--- src/rtl/formation_move_if.sv ---
// Control/status bundle between game logic and the invader formation mover.
interface formation_move_if #(
  parameter int POS_W = 10,
  parameter int CNT_W = 6
);
  logic             enable;
  logic             restart;
  logic [CNT_W-1:0] alive_count;
  logic [POS_W-1:0] xpos;
  logic [POS_W-1:0] ypos;
  logic             dir;
  logic             step_pulse;
  logic             reached_bottom;

  modport master (
    output enable, restart, alive_count,
    input  xpos, ypos, dir, step_pulse, reached_bottom
  );

  modport slave (
    input  enable, restart, alive_count,
    output xpos, ypos, dir, step_pulse, reached_bottom
  );
endinterface

--- src/rtl/formation_move.sv ---
// Invader formation anchor: sweeps between X bounds, steps down at each edge,
// and speeds up as fewer invaders remain alive.
module formation_move #(
  parameter int POS_W           = 10,
  parameter int CNT_W           = 6,
  parameter int DIV_W           = 32,
  parameter int DIV_MIN         = 1_083_333,
  parameter int DIV_PER_INVADER = 65_000,
  parameter int X_START         = 0,
  parameter int Y_START         = 0,
  parameter int X_MIN           = 0,
  parameter int X_MAX           = 200,
  parameter int X_STEP          = 2,
  parameter int Y_STEP          = 16,
  parameter int Y_LIMIT         = 400
) (
  input logic             clk65MHz,
  input logic             rst_n,
  formation_move_if.slave bus
);

  localparam int PW = POS_W + 1;

  localparam logic [PW-1:0]    XMIN_W    = PW'(X_MIN);
  localparam logic [PW-1:0]    XMAX_W    = PW'(X_MAX);
  localparam logic [PW-1:0]    XSTEP_W   = PW'(X_STEP);
  localparam logic [PW-1:0]    YSTEP_W   = PW'(Y_STEP);
  localparam logic [PW-1:0]    YLIM_W    = PW'(Y_LIMIT);
  localparam logic [POS_W-1:0] X_START_P = POS_W'(X_START);
  localparam logic [POS_W-1:0] Y_START_P = POS_W'(Y_START);
  localparam logic [POS_W-1:0] X_MIN_P   = POS_W'(X_MIN);
  localparam logic [POS_W-1:0] X_MAX_P   = POS_W'(X_MAX);
  localparam logic [POS_W-1:0] X_STEP_P  = POS_W'(X_STEP);
  localparam logic [POS_W-1:0] Y_LIMIT_P = POS_W'(Y_LIMIT);

  typedef enum logic [2:0] {
    IDLE,
    RIGHT,
    DOWN_RIGHT,
    LEFT,
    DOWN_LEFT,
    LANDED
  } state_t;

  state_t           state, state_nxt;
  logic [POS_W-1:0] x_reg, x_nxt;
  logic [POS_W-1:0] y_reg, y_nxt;
  logic             dir_reg, dir_nxt;
  logic             step_reg, step_nxt;
  logic             bottom_reg, bottom_nxt;
  logic [DIV_W-1:0] divider, div_nxt;
  logic             tick, tick_nxt;

  logic [CNT_W-1:0] alive;
  logic [DIV_W-1:0] period;
  logic [DIV_W-1:0] period_last;
  logic [PW-1:0]    x_wide;
  logic [PW-1:0]    x_ahead;
  logic [PW-1:0]    y_ahead;

  assign alive       = bus.alive_count;
  assign period      = DIV_W'(DIV_MIN) + DIV_W'(alive) * DIV_W'(DIV_PER_INVADER);
  assign period_last = period - DIV_W'(1);

  // Bound checks are done one bit wider so a step past the edge cannot wrap.
  assign x_wide  = {1'b0, x_reg};
  assign x_ahead = x_wide + XSTEP_W;
  assign y_ahead = {1'b0, y_reg} + YSTEP_W;

  always_ff @(posedge clk65MHz or negedge rst_n) begin
    if (!rst_n) begin
      state      <= IDLE;
      x_reg      <= X_START_P;
      y_reg      <= Y_START_P;
      dir_reg    <= 1'b0;
      step_reg   <= 1'b0;
      bottom_reg <= 1'b0;
      divider    <= '0;
      tick       <= 1'b0;
    end else begin
      state      <= state_nxt;
      x_reg      <= x_nxt;
      y_reg      <= y_nxt;
      dir_reg    <= dir_nxt;
      step_reg   <= step_nxt;
      bottom_reg <= bottom_nxt;
      divider    <= div_nxt;
      tick       <= tick_nxt;
    end
  end

  always_comb begin
    state_nxt  = state;
    x_nxt      = x_reg;
    y_nxt      = y_reg;
    dir_nxt    = dir_reg;
    step_nxt   = 1'b0;
    bottom_nxt = bottom_reg;
    div_nxt    = divider;
    tick_nxt   = 1'b0;

    if (bus.enable && (state != LANDED)) begin
      if (divider >= period_last) begin
        div_nxt  = '0;
        tick_nxt = 1'b1;
      end else begin
        div_nxt = divider + DIV_W'(1);
      end
    end

    if (tick && bus.enable) begin
      case (state)
        IDLE: state_nxt = RIGHT;
        RIGHT: begin
          step_nxt = 1'b1;
          if (x_ahead >= XMAX_W) begin
            x_nxt     = X_MAX_P;
            state_nxt = DOWN_RIGHT;
          end else begin
            x_nxt = x_ahead[POS_W-1:0];
          end
        end
        DOWN_RIGHT, DOWN_LEFT: begin
          step_nxt = 1'b1;
          if (y_ahead >= YLIM_W) begin
            y_nxt      = Y_LIMIT_P;
            bottom_nxt = 1'b1;
            state_nxt  = LANDED;
          end else begin
            y_nxt     = y_ahead[POS_W-1:0];
            dir_nxt   = (state == DOWN_RIGHT);
            state_nxt = (state == DOWN_RIGHT) ? LEFT : RIGHT;
          end
        end
        LEFT: begin
          step_nxt = 1'b1;
          if (x_wide <= (XMIN_W + XSTEP_W)) begin
            x_nxt     = X_MIN_P;
            state_nxt = DOWN_LEFT;
          end else begin
            x_nxt = x_reg - X_STEP_P;
          end
        end
        LANDED:  state_nxt = LANDED;
        default: state_nxt = IDLE;
      endcase
    end

    // Restart overrides the divider and any move decided above.
    if (bus.restart) begin
      state_nxt  = IDLE;
      x_nxt      = X_START_P;
      y_nxt      = Y_START_P;
      dir_nxt    = 1'b0;
      step_nxt   = 1'b0;
      bottom_nxt = 1'b0;
      div_nxt    = '0;
      tick_nxt   = 1'b0;
    end
  end

  assign bus.xpos           = x_reg;
  assign bus.ypos           = y_reg;
  assign bus.dir            = dir_reg;
  assign bus.step_pulse     = step_reg;
  assign bus.reached_bottom = bottom_reg;

endmodule

--- src/flat_wrapper.sv ---
// flat-port wrapper written by rule: the top's interface ports become plain ports
module formation_move_flat 
#(
  parameter int POS_W           = 10,
  parameter int CNT_W           = 6,
  parameter int DIV_W           = 32,
  parameter int DIV_MIN         = 1_083_333,
  parameter int DIV_PER_INVADER = 65_000,
  parameter int X_START         = 0,
  parameter int Y_START         = 0,
  parameter int X_MIN           = 0,
  parameter int X_MAX           = 200,
  parameter int X_STEP          = 2,
  parameter int Y_STEP          = 16,
  parameter int Y_LIMIT         = 400
)
  (clk65MHz, rst_n, bus_enable, bus_restart, bus_alive_count, bus_xpos, bus_ypos, bus_dir, bus_step_pulse, bus_reached_bottom);
  formation_move_if #(.POS_W(POS_W), .CNT_W(CNT_W)) bus_i ();
  input logic clk65MHz;
  input logic rst_n;
  input wire logic [$bits(bus_i.enable)-1:0] bus_enable;
  input wire logic [$bits(bus_i.restart)-1:0] bus_restart;
  input wire logic [$bits(bus_i.alive_count)-1:0] bus_alive_count;
  output wire logic [$bits(bus_i.xpos)-1:0] bus_xpos;
  output wire logic [$bits(bus_i.ypos)-1:0] bus_ypos;
  output wire logic [$bits(bus_i.dir)-1:0] bus_dir;
  output wire logic [$bits(bus_i.step_pulse)-1:0] bus_step_pulse;
  output wire logic [$bits(bus_i.reached_bottom)-1:0] bus_reached_bottom;
  assign bus_i.enable = bus_enable;
  assign bus_i.restart = bus_restart;
  assign bus_i.alive_count = bus_alive_count;
  assign bus_xpos = bus_i.xpos;
  assign bus_ypos = bus_i.ypos;
  assign bus_dir = bus_i.dir;
  assign bus_step_pulse = bus_i.step_pulse;
  assign bus_reached_bottom = bus_i.reached_bottom;
  formation_move #(.POS_W(POS_W), .CNT_W(CNT_W), .DIV_W(DIV_W), .DIV_MIN(DIV_MIN), .DIV_PER_INVADER(DIV_PER_INVADER), .X_START(X_START), .Y_START(Y_START), .X_MIN(X_MIN), .X_MAX(X_MAX), .X_STEP(X_STEP), .Y_STEP(Y_STEP), .Y_LIMIT(Y_LIMIT)) u_core (.clk65MHz(clk65MHz), .rst_n(rst_n), .bus(bus_i));
endmodule
--- config.mk ---
export PLATFORM = sky130hd
export DESIGN_NAME = formation_move_flat
export DESIGN_NICKNAME = d
export VERILOG_FILES = /design/src/rtl/formation_move_if.sv /design/src/rtl/formation_move.sv /design/src/flat_wrapper.sv
export SDC_FILE = /design/constraint.sdc
export NUM_CORES = 1
export LEC_CHECK = 0
export ABC_AREA = 1
export BUFFER_PORTS_ARGS = -buffer_cell sky130_fd_sc_hd__buf_2
export CAP_MARGIN = 20
export CORE_ASPECT_RATIO = 1.75
export CORE_MARGIN = 8
export CORE_UTILIZATION = 45
export DETAILED_ROUTE_END_ITERATION = 8
export GPL_ROUTABILITY_DRIVEN = 0
export PLACE_DENSITY_LB_ADDON = 0.3
export SLEW_MARGIN = 0
export SYNTH_ARGS = -nofsm -noshare
export SYNTH_HDL_FRONTEND = slang
export SYNTH_SLANG_ARGS = --single-unit
--- constraint.sdc ---
create_clock -name clk65MHz -period 1.8 [get_ports clk65MHz]
set_input_delay 0.09 -clock clk65MHz [delete_from_list [all_inputs] [get_ports clk65MHz]]
set_output_delay 0.09 -clock clk65MHz [all_outputs]
set_load 0.1 [all_outputs]
Word-level counts from Yosys, hierarchy flattened --
Index checks and enable logic that the tools add are counted.
Word-level totals: register bits 59, bits of input ports 10
Operators by class: muxes and demuxes 33, reduce and logical (&&, ||, !) cells 15, equal/unequal tests 9, add/subtract/negate cells 6, order comparisons 4, $mul 1
Operators with widths (number):
- 32-bit two-way mux | 3
- 10-bit two-way mux | 8
- 32-bit by 1-bit adder with 32-bit output (second input constant) | 1
- 32-bit >= comparator | 1
- 32-bit by 1-bit subtractor with 32-bit output (second input constant) | 1
- 21-bit by 22-bit adder with 23-bit output (first input constant) | 1
- 10-bit case mux with 2 select lines | 1
- 6-bit by 13-bit multiplier with 19-bit output (second input constant) | 1
- 3-bit two-way mux | 5
- 3-bit case mux with 5 select lines | 1
- 1-bit two-way mux | 14
- 10-bit by 2-bit adder with 11-bit output (second input constant) | 1
- 10-bit by 5-bit adder with 11-bit output (second input constant) | 1
- 11-bit by 8-bit >= comparator with 1-bit output (second input constant) | 1
- 11-bit by 9-bit >= comparator with 1-bit output (second input constant) | 1
- 10-bit by 2-bit <= comparator with 1-bit output (second input constant) | 1
- 10-bit by 2-bit subtractor with 10-bit output (second input constant) | 1
- 3-bit AND reduction | 3
- 2-bit nonzero test | 4
- 3-bit by 2-bit equality test with 1-bit output (second input constant) | 2
- 3-bit equality test (second input constant) | 2
- 3-bit by 2-bit != test with 1-bit output (second input constant) | 2
- 2-bit AND reduction | 2
- 4-bit OR reduction | 1
- 8 further kinds | 9

Logic depth before layout (Yosys ltp) --
Gate-level depths: netlist of run 1.
depth after elaboration 7, gate-level depth with buffers 31

Least setup slack after synthesis of run 1 --
Ideal clock, no wire load.
path kind in2reg, start input port bus_alive_count[3], end register u_core.divider[0], required time 1.723 ns, setup slack -2.856 ns, data arrival time 4.578 ns, stages 26, library setup time 0.077 ns, path buffers 1, path through inv_1 -> fa_1 -> inv_1 -> fa_1 -> inv_1 -> fa_1 -> inv_1 -> ha_1 -> nand2_1 -> nand2_1 -> inv_2 -> nand2_1 -> a21oi_1 -> xor2_1 -> nand2_1 -> nand3_1 -> nand2_1 -> nand2_1 -> nand2_1 -> ha_1 -> a21oi_1 -> o21ai_0 -> nor3_1 -> nand3_1 -> clkbuf_2 -> a21oi_1
On the way: cells in the longest elaborated chain, start to end 7
RTL lines:
- from (decl) | line flat_wrapper.sv:23 | input wire logic [$bits(bus_i.alive_count)-1:0] bus_alive_count;
- 6-bit by 13-bit multiplier with 19-bit output | line formation_move.sv:62 | assign period = DIV_W'(DIV_MIN) + DIV_W'(alive) * DIV_W'(DIV_PER_INVADER);
- 21-bit by 22-bit adder with 23-bit output | line formation_move.sv:62
- 32-bit by 1-bit subtractor with 32-bit output | line formation_move.sv:63 | assign period_last = period - DIV_W'(1);
- 32-bit >= comparator | line formation_move.sv:103 | if (divider >= period_last) begin
- 32-bit two-way mux | line formation_move.sv:103
- 32-bit two-way mux | line formation_move.sv:102 | if (bus.enable && (state != LANDED)) begin
- 32-bit two-way mux | line formation_move.sv:150 | if (bus.restart) begin
- to (signal assigned) | line formation_move.sv:87 | divider <= div_nxt;
- to (decl) | line formation_move.sv:51 | logic [DIV_W-1:0] divider, div_nxt;
No other way between the ends. The select of a mux whose other input is x is not followed. A chain may end at the register's enable or synchronous reset.

Worst setup path in the final report of run 1 --
start input port bus_alive_count[5], end register u_core.divider[22]
Same word-level chain as after synthesis.

==> flow_summary.toml, run 1 <==
[outcome]
outcome = "finished with violations"
violations = "setup timing"

[die]
core-area_um2 = 12700
dieWidth_um = 102
rows = 55
die_h_um = 166
floorplan.initialDensity_pct = 45.4
dieArea_um2 = 16900
ios = 33

[power_and_ir_drop]
p_sw_share_pct = 49.1
clockPowerShare_pct = 9.9
power_frac_comb_pct = 77.3
sequentialPowerShare_pct = 12.8
intPower_mw = 5.92
p_total_mw = 11.6
p_leak_nw = 4.16
irDropWorstVdd_mv = 0.906
p_sw_mw = 5.71
powerDensity_nw_per_um2 = 1450

[grt]
grt_antenna_before_repair = 0
grt-busiest-layer = "met2"
grt_use_met3_pct = 1.47
gr-total-overflow = 0
grt_use_met1_pct = 16.2
met2_usage_pct = 40.4
grt.total_usage_pct = 19.3
grt_max_degree = 39
grt_pass1_vias = 6088
grt_pass1_wl_um = 26400

[synthesis]
netlist_instances = 824
synth_edf_count = 0
synth_cell_types = 41
syn_area_um2 = 5780
ys_ff_latch = 54
synthArstFlopShare_pct = 100
ys_warn_count = 0
avgSynthCellArea_um2 = 7.02
synth_flop_cell = "dfrtp_1"
ys_seq_area_share_pct = 23.4

[worst_setup_path]
arrival_ps = 4790
crit_path_end_kind = "flop"
cp-start-kind = "input port"
cpMostUsedCell = "nand2_2"
crit_slowest_cell = "fa_1"
worstSetupPathType = "input port to flop"
crit_fanout = 6
crit_required_ps = 2020
slowest_delay_ps = 560

[layout]
final_util_pct = 63.1
layout-drive-gt1-share_pct = 36.2
area_delta_synth_final_pct = 39.0
regMostFlops = "u_core.divider"
num_antenna_cells = 0
final_nets = 1075
largest_register_ffs = 32
nFillCells = 1110

[timing]
finalClockSkew_ps = 11.0
hold_violations = 0
worst_slack_ps = -2770
slew_headroom_pct = 66.1
rsz0062_at_grt = "yes"
finalCriticalPeriod_ps = 4570
setup_viol = 29
fmax_mhz = 219
drv_slew = 0
finalCritPeriodShare_pct = 254
worst_slew_pin_slew_ps = 508

[place]
io_buffers = 27
dp_hpwl_um = 12700

[cts]
cts_tree = "built"
clk-insertion-delay-late_ps = 300
numClockSinks = 54
numCtsBuffers = 5
root_buffer = "clkbuf_16"
clkTransAtPathRegs_ps = 80
clk_path_buf_depth = 2
htree_levels = 2

[routing]
first_iter_violations = 170
via_count = 5816
drt_first_pass_iters = 5
wl_um = 16300
routed_via_density = 5.04
drtAntennaViolNets = 0
wl_per_cell_um = 14.1
drc_errors = 0

[hold_path]
hp-class = "input port to flop"

[run]
cap_violations = 0
## cell usage after synthesis (all sizes together), types with 3 or more instances
| cell | instances | share of area [%] |
|---|---|---|
| nand3b | 5 | 0.65 |
| inv | 164 | 11 |
| o31ai | 4 | 0.52 |
| nor3 | 11 | 1.1 |
| nand4 | 17 | 2.1 |
| nor2 | 64 | 4.6 |
| clkbuf | 5 | 0.37 |
| fa | 25 | 8.7 |
| o21ai | 48 | 4.2 |
| dfrtp | 54 | 23 |
| buf | 10 | 1.1 |
| xnor2 | 14 | 2.1 |
| xor2 | 23 | 3.5 |
| o22ai | 3 | 0.32 |
| nand3 | 49 | 4.6 |
| ha | 58 | 13 |
| nand2 | 221 | 15 |
| o211ai | 3 | 0.39 |
| a21oi | 33 | 3.0 |
## through the flow
stage | setup WS (ps) | instance area, µm² | setup TNS (ps) | hold slack (ps) | instances
3_5_place_dp | -3160 | 7100 | -77610 | 61.8 | 1126
2_1_floorplan | -2660 | 5980 | -65980 | -206 | 828
3_3_place_gp | -3050 | 7100 | -75670 | 59.4 | 1126
4_1_cts | -2700 | 7640 | -66430 | 64.2 | 1150
5_1_grt | -2980 | 8040 | -75220 | 86.6 | 1154
6_report | -2770 | 8040 | -68410 | 77.5 | 1154
## kinds of logic after synthesis
logic type	Yosys count	synth area share, %
other	1	0.0648
buffers and inverters	179	12.1
XOR/XNOR	37	5.60
flip-flops	54	23.4
AND/OR/NAND/NOR	372	28.3
AO/OA/AOI/OAI	98	9.37
adder cells (fa/ha/maj)	83	21.2
## layout by cell type (no fill, tap or decap), types with 3 or more instances in the layout
master,Yosys,layout
nand3_4,0,4
nand2_1,214,173
dfrtp_4,0,5
clkbuf_16,0,6
dfrtp_2,0,8
a21oi_2,0,9
nor3_2,0,3
nor3_1,10,6
dfrtp_1,54,41
inv_1,157,137
o21ai_1,27,10
nand4_1,16,16
nand3_1,45,31
xor2_1,23,21
nor2_1,55,45
buf_2,5,23
nand3_2,4,14
nor2_2,8,15
ha_1,58,44
fa_1,25,23
conb_1,1,5
xnor2_1,14,13
nor2_4,1,4
o31ai_1,4,4
o22ai_1,3,3
buf_6,0,11
buf_4,5,123
nand3b_1,5,5
inv_2,7,23
nand2_4,0,8
inv_4,0,3
o211ai_1,3,3
nand2_2,7,40
ha_4,0,12
a21oi_1,32,22
o21ai_0,21,15
o21ai_2,0,23
## power groups by stage
stage / combinational (mW) / sequential [mW] / clock [mW]
final: 8.99 / 1.49 / 1.15
after global routing: 9.87 / 1.51 / 1.22
after CTS: 8.12 / 1.49 / 1.18
after detailed placement: 7.25 / 1.50 / 0
after global placement: 7.11 / 1.50 / 0
after floorplan: 4.35 / 1.95 / 0
## path summary, 6_finish.rpt
| check | start | end | slack, ps | cells after the start |
|---|---|---|---|---|
| setup reg to reg | u_core.divider[5] | u_core.divider[22] | -150 | 10 |
| min in group asynchronous | rst_n | u_core.bus.ypos[7] | 270 | 2 |
| hold / removal | bus_restart | u_core.bus.step_pulse | 80 | 2 |
| max in group asynchronous | rst_n | u_core.state[1] | 960 | 3 |
| setup / recovery | bus_alive_count[5] | u_core.divider[22] | -2770 | 29 |
| hold reg to reg | u_core.divider[29] | u_core.divider[29] | 500 | 2 |
## cell type report
cell class                      instances  area, µm²  area share, %
Clock inverter                          3       48.8          0.607
Timing Repair Buffer                  162       1250           15.5
Inverter                              164        636           7.91
Tap cell                              171        214           2.66
Clock buffer                            5        125           1.56
Sequential cell                        54       1380           17.2
Multi-Input combinational cell        595       4390           54.6
## worst max-delay path: cells and delay by family
kind / cells / cell delay, ps
and+or+nand+nor: 12 / 1380
buffers and inverters: 9 / 870
adders and majority gates: 5 / 2100
AOI/OAI and AO/OA: 3 / 340
## metal layers
layer / share of wire (%) / routed length (µm) / up-vias
met1: 33 / 5310 / 2750
met5: 0 / 0 / -
met4: 5.6 / 917 / 0
li1: - / - / 2891
met3: 2.2 / 357 / 59
met2: 60 / 9740 / 116
## repair_timing
item,in CTS,in global routing
pin swaps,17,65
gates cloned,1,1
setup endpoints to repair,30,36
resized for setup,64,98
buffers inserted,15,3
hold buffers,1,0
endpoints found under the hold margin,16,0
Note: power is estimated with default switching activity, not from simulation.
==> run 2: changes to the inputs <==
--- a/config.mk
+++ b/config.mk
@@ -11,5 +11,6 @@
 export CORE_ASPECT_RATIO = 1.75
 export CORE_MARGIN = 8
-export CORE_UTILIZATION = 45
+export CORE_UTILIZATION = 57
+export CTS_CLUSTER_SIZE = 28
 export DETAILED_ROUTE_END_ITERATION = 8
 export GPL_ROUTABILITY_DRIVEN = 0
==> constraint.sdc (replaced) <==
create_clock -name clk65MHz -period 1.8 [get_ports clk65MHz]
set_input_delay 0.09 -clock clk65MHz [delete_from_list [all_inputs] [get_ports clk65MHz]]
set_output_delay 0.09 -clock clk65MHz [all_outputs]
set_load 0.02 [all_outputs]
==> run 2 against run 1 <==
Compared with the run above:
- the run still ends with setup timing left
- maximum frequency is 1.6% lower
- sequential power hardly changed
- critical path depth is 2 higher
- combinational power is 0.4% lower
==> flow_summary.toml, run 2 (synthesis results as in run 1) <==
[outcome]
outcome = "finished with violations"
violations = "setup timing"

[worst_setup_path]
slowest_delay_ps = 550
crit_required_ps = 1980
arrival_ps = 4830
crit_path_end_kind = "flop"
crit_slowest_cell = "fa_2"
worstSetupPathType = "input port to flop"
cpMostUsedCell = "nand2_1"
crit_fanout = 6
cp-start-kind = "input port"

[cts]
numClockSinks = 54
clk_path_buf_depth = 2
clkTransAtPathRegs_ps = 70
root_buffer = "clkbuf_16"
cts_tree = "built"
numCtsBuffers = 5
clk-insertion-delay-late_ps = 300
htree_levels = 2

[die]
core-area_um2 = 9850
dieArea_um2 = 13800
die_h_um = 149
ios = 33
dieWidth_um = 92.2
floorplan.initialDensity_pct = 58.7
rows = 48

[grt]
grt_antenna_before_repair = 0
grt_pass1_wl_um = 28400
grt.total_usage_pct = 25.7
grt_max_degree = 55
grt_pass1_vias = 6376
gr-total-overflow = 0

[timing]
timing.setup.tns_ps = -69970
fmax_mhz = 215
setup_viol = 27
finalCriticalPeriod_ps = 4640
finalCritPeriodShare_pct = 258
rsz0062_at_grt = "yes"
finalClockSkew_ps = 4.81
worst_slack_ps = -2840
worst_hold_slack_ps = 92.8
worst_slew_pin_slew_ps = 512
hold_violations = 0
slew_headroom_pct = 65.9
drv_slew = 0

[routing]
first_iter_violations = 346
routed_via_density = 5.64
wl_um = 19300
drtAntennaViolNets = 0
wl_per_cell_um = 17.5
drt_first_pass_iters = 5
drc_errors = 0
via_count = 6209

[layout]
area_delta_synth_final_pct = 35.8
num_antenna_cells = 0
layout_commonest_cell = "nand2_1"
mostFrequentLayoutCells = "180 x nand2_1, 136 x inv_1, 120 x buf_4"
final_nets = 1067
regMostFlops = "u_core.divider"
largest_register_ffs = 32
final_util_pct = 79.7
layout-drive-gt1-share_pct = 33.0

[power_and_ir_drop]
p_sw_share_pct = 49.6
intPower_mw = 5.81
p_sw_mw = 5.72
power_frac_comb_pct = 77.6
sequentialPowerShare_pct = 12.7
powerDensity_nw_per_um2 = 1470
p_leak_nw = 4.09
irDropWorstVdd_mv = 1.17
clockPowerShare_pct = 9.8

[place]
dp_hpwl_um = 12800
io_buffers = 27

[run]
cap_violations = 0

[hold_path]
hp-class = "input port to flop"
## run 2: cell count changes in the layout (fill, tap and decap cells not counted), sizes merged
| cell | change |
|---|---|
| buf | -9 |
| clkbuf | +1 |
| clkinvlp | +1 |
| inv | -1 |
## run 2: final timing paths
check                                    from                    end  slack, ps  depth (start not counted)
min in group asynchronous               rst_n     u_core.divider[31]        310                          3
max reg2reg                 u_core.divider[7]     u_core.divider[16]       -260                          9
min reg2reg                u_core.divider[25]     u_core.divider[25]        490                          2
min                               bus_restart  u_core.bus.step_pulse         90                          2
max in group asynchronous               rst_n     u_core.bus.xpos[4]       1220                          3
max                        bus_alive_count[1]     u_core.divider[16]      -2840                         31
## run 2: power by group through the flow
| stage | combinational [mW] | clock [mW] | sequential (mW) |
|---|---|---|---|
| after floorplan | 4.29 | 0 | 1.52 |
| after global placement | 6.40 | 0 | 1.43 |
| after detailed placement | 6.68 | 0 | 1.44 |
| after CTS | 7.57 | 1.12 | 1.42 |
| after global routing | 9.77 | 1.18 | 1.47 |
| final | 8.95 | 1.13 | 1.46 |
## run 2: layer usage
layer / vias to the layer above / wire length, µm / GRT usage (%)
met4: 0 / 1680 / 21.5
met5: - / 0 / 0
met3: 131 / 757 / 2.82
met2: 288 / 10700 / 50.8
li1: 2876 / - / -
met1: 2914 / 6120 / 22.0
## run 2: through the flow
step	cell area, µm²	setup slack [ps]	std cells	power (mW)
detailed placement	6900	-3310	1067	8.13
global placement	6900	-3110	1067	7.84
global route	7850	-3280	1100	12.4
floorplan	5920	-2660	828	5.81
finish	7850	-2840	1100	11.5
CTS	7410	-2660	1087	10.1
## run 2: timing repair
action,4_1_cts,5_1_grt
gates resized for setup,62,81
hold buffers,1,0
hold endpoints to repair,54,0
cloned,0,3
endpoints found under the setup margin,33,40
setup buffers,11,10
pin swaps,49,36
## run 2: critical path: cells and delay by family
kind | cells | cell delay (ps)
fa+ha+maj | 5 | 2100
simple gates | 13 | 1310
buf+inv | 10 | 1000
compound gates | 3 | 310
## run 2: layout make-up
class,instances,area (µm²)
flip-flops and latches,54,1360
multi-input cells,595,4350
fillers,626,2000
repair buffers,154,1180
clock buffers,5,125
inverters,164,636
clock inverters,3,45.0
well taps,125,156
==> run 3: changes to the inputs <==
Settings changed: ABC_AREA 1 to 0.
==> run 3 against run 2 <==
Compared with the run above:
- critical path depth shrank 5
- die area shrank 5.0%
- sequential power shrank 16%
- maximum frequency shrank 23%
- the run still ends with setup timing left
- largest power group unchanged
- critical endpoint is now u_core.divider[3]
==> flow_summary.toml, run 3 <==
[die]
floorplan.initialDensity_pct = 57.9
dieArea_um2 = 13100
rows = 47
core-area_um2 = 9410
dieWidth_um = 89.9
die_h_um = 145
ios = 33

[cts]
clkTransAtPathRegs_ps = 80
cts_tree = "built"
numClockSinks = 54
numCtsBuffers = 5
clk-insertion-delay-late_ps = 330
clk_path_buf_depth = 2
root_buffer = "clkbuf_16"
htree_levels = 2

[layout]
area_delta_synth_final_pct = 54.2
nFillCells = 378
largest_register_ffs = 32
num_antenna_cells = 0
mostFrequentLayoutCells = "176 x buf_4, 60 x inv_1, 44 x dfrtp_1"
layout_commonest_cell = "buf_4"
regMostFlops = "u_core.divider"
final_cells = 984
layout-drive-gt1-share_pct = 47.4
final_nets = 954

[worst_setup_path]
crit_end = "u_core.divider[3]"
worstSetupPathType = "input port to flop"
startpoint = "bus_alive_count[1]"
worstReg2RegStart = "u_core.divider[9]"
crit_path_end_kind = "flop"
crit_required_ps = 2010
cp-start-kind = "input port"
r2r_cells = 10
rrSetupSlack_ps = -1520
crit_fanout = 7
reg2reg_to = "u_core.divider[3]"
arrival_ps = 6250

[place]
dp_hpwl_um = 13000
pre_cts_slack_ps = -4880
io_buffers = 27
placed_cells = 935

[timing]
worst_slew_pin_slew_ps = 621
drv_slew = 0
finalCriticalPeriod_ps = 6040
finalClockSkew_ps = 6.80
slew_headroom_pct = 58.6
hold_violations = 0
finalCritPeriodShare_pct = 336
setup_viol = 45
rsz0062_at_grt = "yes"
fmax_mhz = 166
worst_slack_ps = -4240
timing.setup.tns_ps = -106660

[synthesis]
synth.largest_area_cell = "dfrtp_1"
synthTopCellsByArea = "dfrtp_1 25%, ha_1 13%, fa_1 9.2%, inv_1 5.5%, a21oi_1 4.2%"
synth_flop_cell = "dfrtp_1"
ys_warn_count = 0
synth.top_cell.area_share_pct = 24.8
ys_top_cells_by_count = "80 x inv_1, 58 x ha_1, 54 x dfrtp_1"
synth_most_common_cell = "inv_1"
synthArstFlopShare_pct = 100
syn_area_um2 = 5450
synth_cell_types = 61
avgSynthCellArea_um2 = 8.39
netlist_instances = 650
ys_seq_area_share_pct = 24.8
synth_edf_count = 0
ys_ff_latch = 54

[hold_path]
hp-class = "input port to flop"

[routing]
wl_um = 24800
wl_per_cell_um = 25.2
drtAntennaViolNets = 0
via_count = 6678
routed_via_density = 6.79
first_iter_violations = 855
drt_first_pass_iters = 7
drc_errors = 0

[outcome]
violations = "setup timing"
outcome = "finished with violations"

[grt]
gr-total-overflow = 0
grt_pass1_wl_um = 31700
grt.total_usage_pct = 29.7
grt_antenna_before_repair = 0
grt_pass1_vias = 6707
grt_max_degree = 55

[power_and_ir_drop]
p_leak_nw = 4.14
irDropWorstVdd_mv = 1.24
powerDensity_nw_per_um2 = 1180

[run]
cap_violations = 0
==> run 3: cell count changes in the layout (fill, tap and decap cells not counted), sizes merged, moves of 15 or more <==
cell	before	now
nor2	64	38
and3	2	17
inv	164	81
nand3	49	30
and2	0	15
nand2	221	42
buf	151	228
a211oi	0	16
==> run 3: cell type report <==
class	instances	area, µm²	share of cell area [%]
clock buffers	6	129	1.53
clock inverters	2	13.8	0.164
inverters	80	330	3.93
multi-input cells	491	4600	54.7
flip-flops and latches	54	1360	16.2
well taps	122	153	1.82
repair buffers	229	1820	21.7
==> run 3: worst min path at each step <==
stage | startpoint | to | slack (ps) | depth (start not counted)
2_1_floorplan | rst_n | u_core.bus.dir | -210 | 0
3_3_place_gp | rst_n | u_core.bus.xpos[4] | 110 | 2
3_5_place_dp | rst_n | u_core.divider[6] | 110 | 2
4_1_cts | bus_restart | u_core.divider[0] | 260 | 2
5_1_grt | bus_enable | u_core.tick | 310 | 4
6_report | bus_restart | u_core.divider[0] | 310 | 2
==> run 3: metrics by stage <==
stage | instance area, µm² | util, % | power, mW | hold slack [ps]
floorplan | 5860 | - | 4.93 | -206
global placement | 7170 | 76.2 | 6.95 | 108
detailed placement | 7170 | 76.2 | 7.33 | 114
CTS | 7970 | 84.7 | 8.87 | 255
global route | 8410 | 89.3 | 10.4 | 312
finish | 8410 | 89.3 | 9.95 | 308
==> run 3: kinds of logic (layout without fill, tap and decap cells) <==
group | Yosys count | in the layout | synth area share [%]
adder cells (fa/ha/maj) | 83 | 83 | 22.5
flip-flops | 54 | 54 | 24.8
other | 1 | 5 | 0.0688
AND/OR/NAND/NOR | 208 | 208 | 19.7
multiplexers | 10 | 10 | 1.84
buffers and inverters | 109 | 317 | 8.08
XOR/XNOR | 24 | 24 | 3.86
AO/OA/AOI/OAI | 161 | 161 | 19.1
==> run 3: timing repair <==
item	CTS	global route
endpoints found under the hold margin	54	0
hold buffers	1	0
gates resized for setup	88	81
setup buffers	29	11
endpoints found under the setup margin	43	46
gates cloned	1	0
pin swaps	55	48
==> run 3: routing by layer <==
layer | part of all wire (%) | vias up | track usage [%]
met5 | 0 | - | 0
met4 | 9.7 | 0 | 25.1
met3 | 8.9 | 262 | 4.60
met2 | 51 | 565 | 57.3
met1 | 30 | 3165 | 25.7
li1 | - | 2686 | -
==> run 3: power breakdown <==
part / switching, mW / leakage [nW] / internal (mW)
logic: 3.93 / 3.33 / 3.72
clock network: 0.545 / 0.0712 / 0.523
registers: 0.00779 / 0.736 / 1.22
==> run 3: worst max-delay path, stage by stage <==
cell	delay [ps]
buf_4	140
inv_12	30
fa_2	580
inv_4	70
fa_1	480
inv_1	50
fa_1	540
inv_2	60
ha_4	190
nor3_2	220
o21bai_1	150
a311o_1	390
a21o_1	210
a21oi_2	190
xnor2_2	150
a21oi_2	60
or2_4	250
ha_4	150
or4_4	440
nor3_4	200
nand3_1	120
or4_4	620
a211oi_4	360
buf_6	220
nand3_2	90
o21ai_1	190
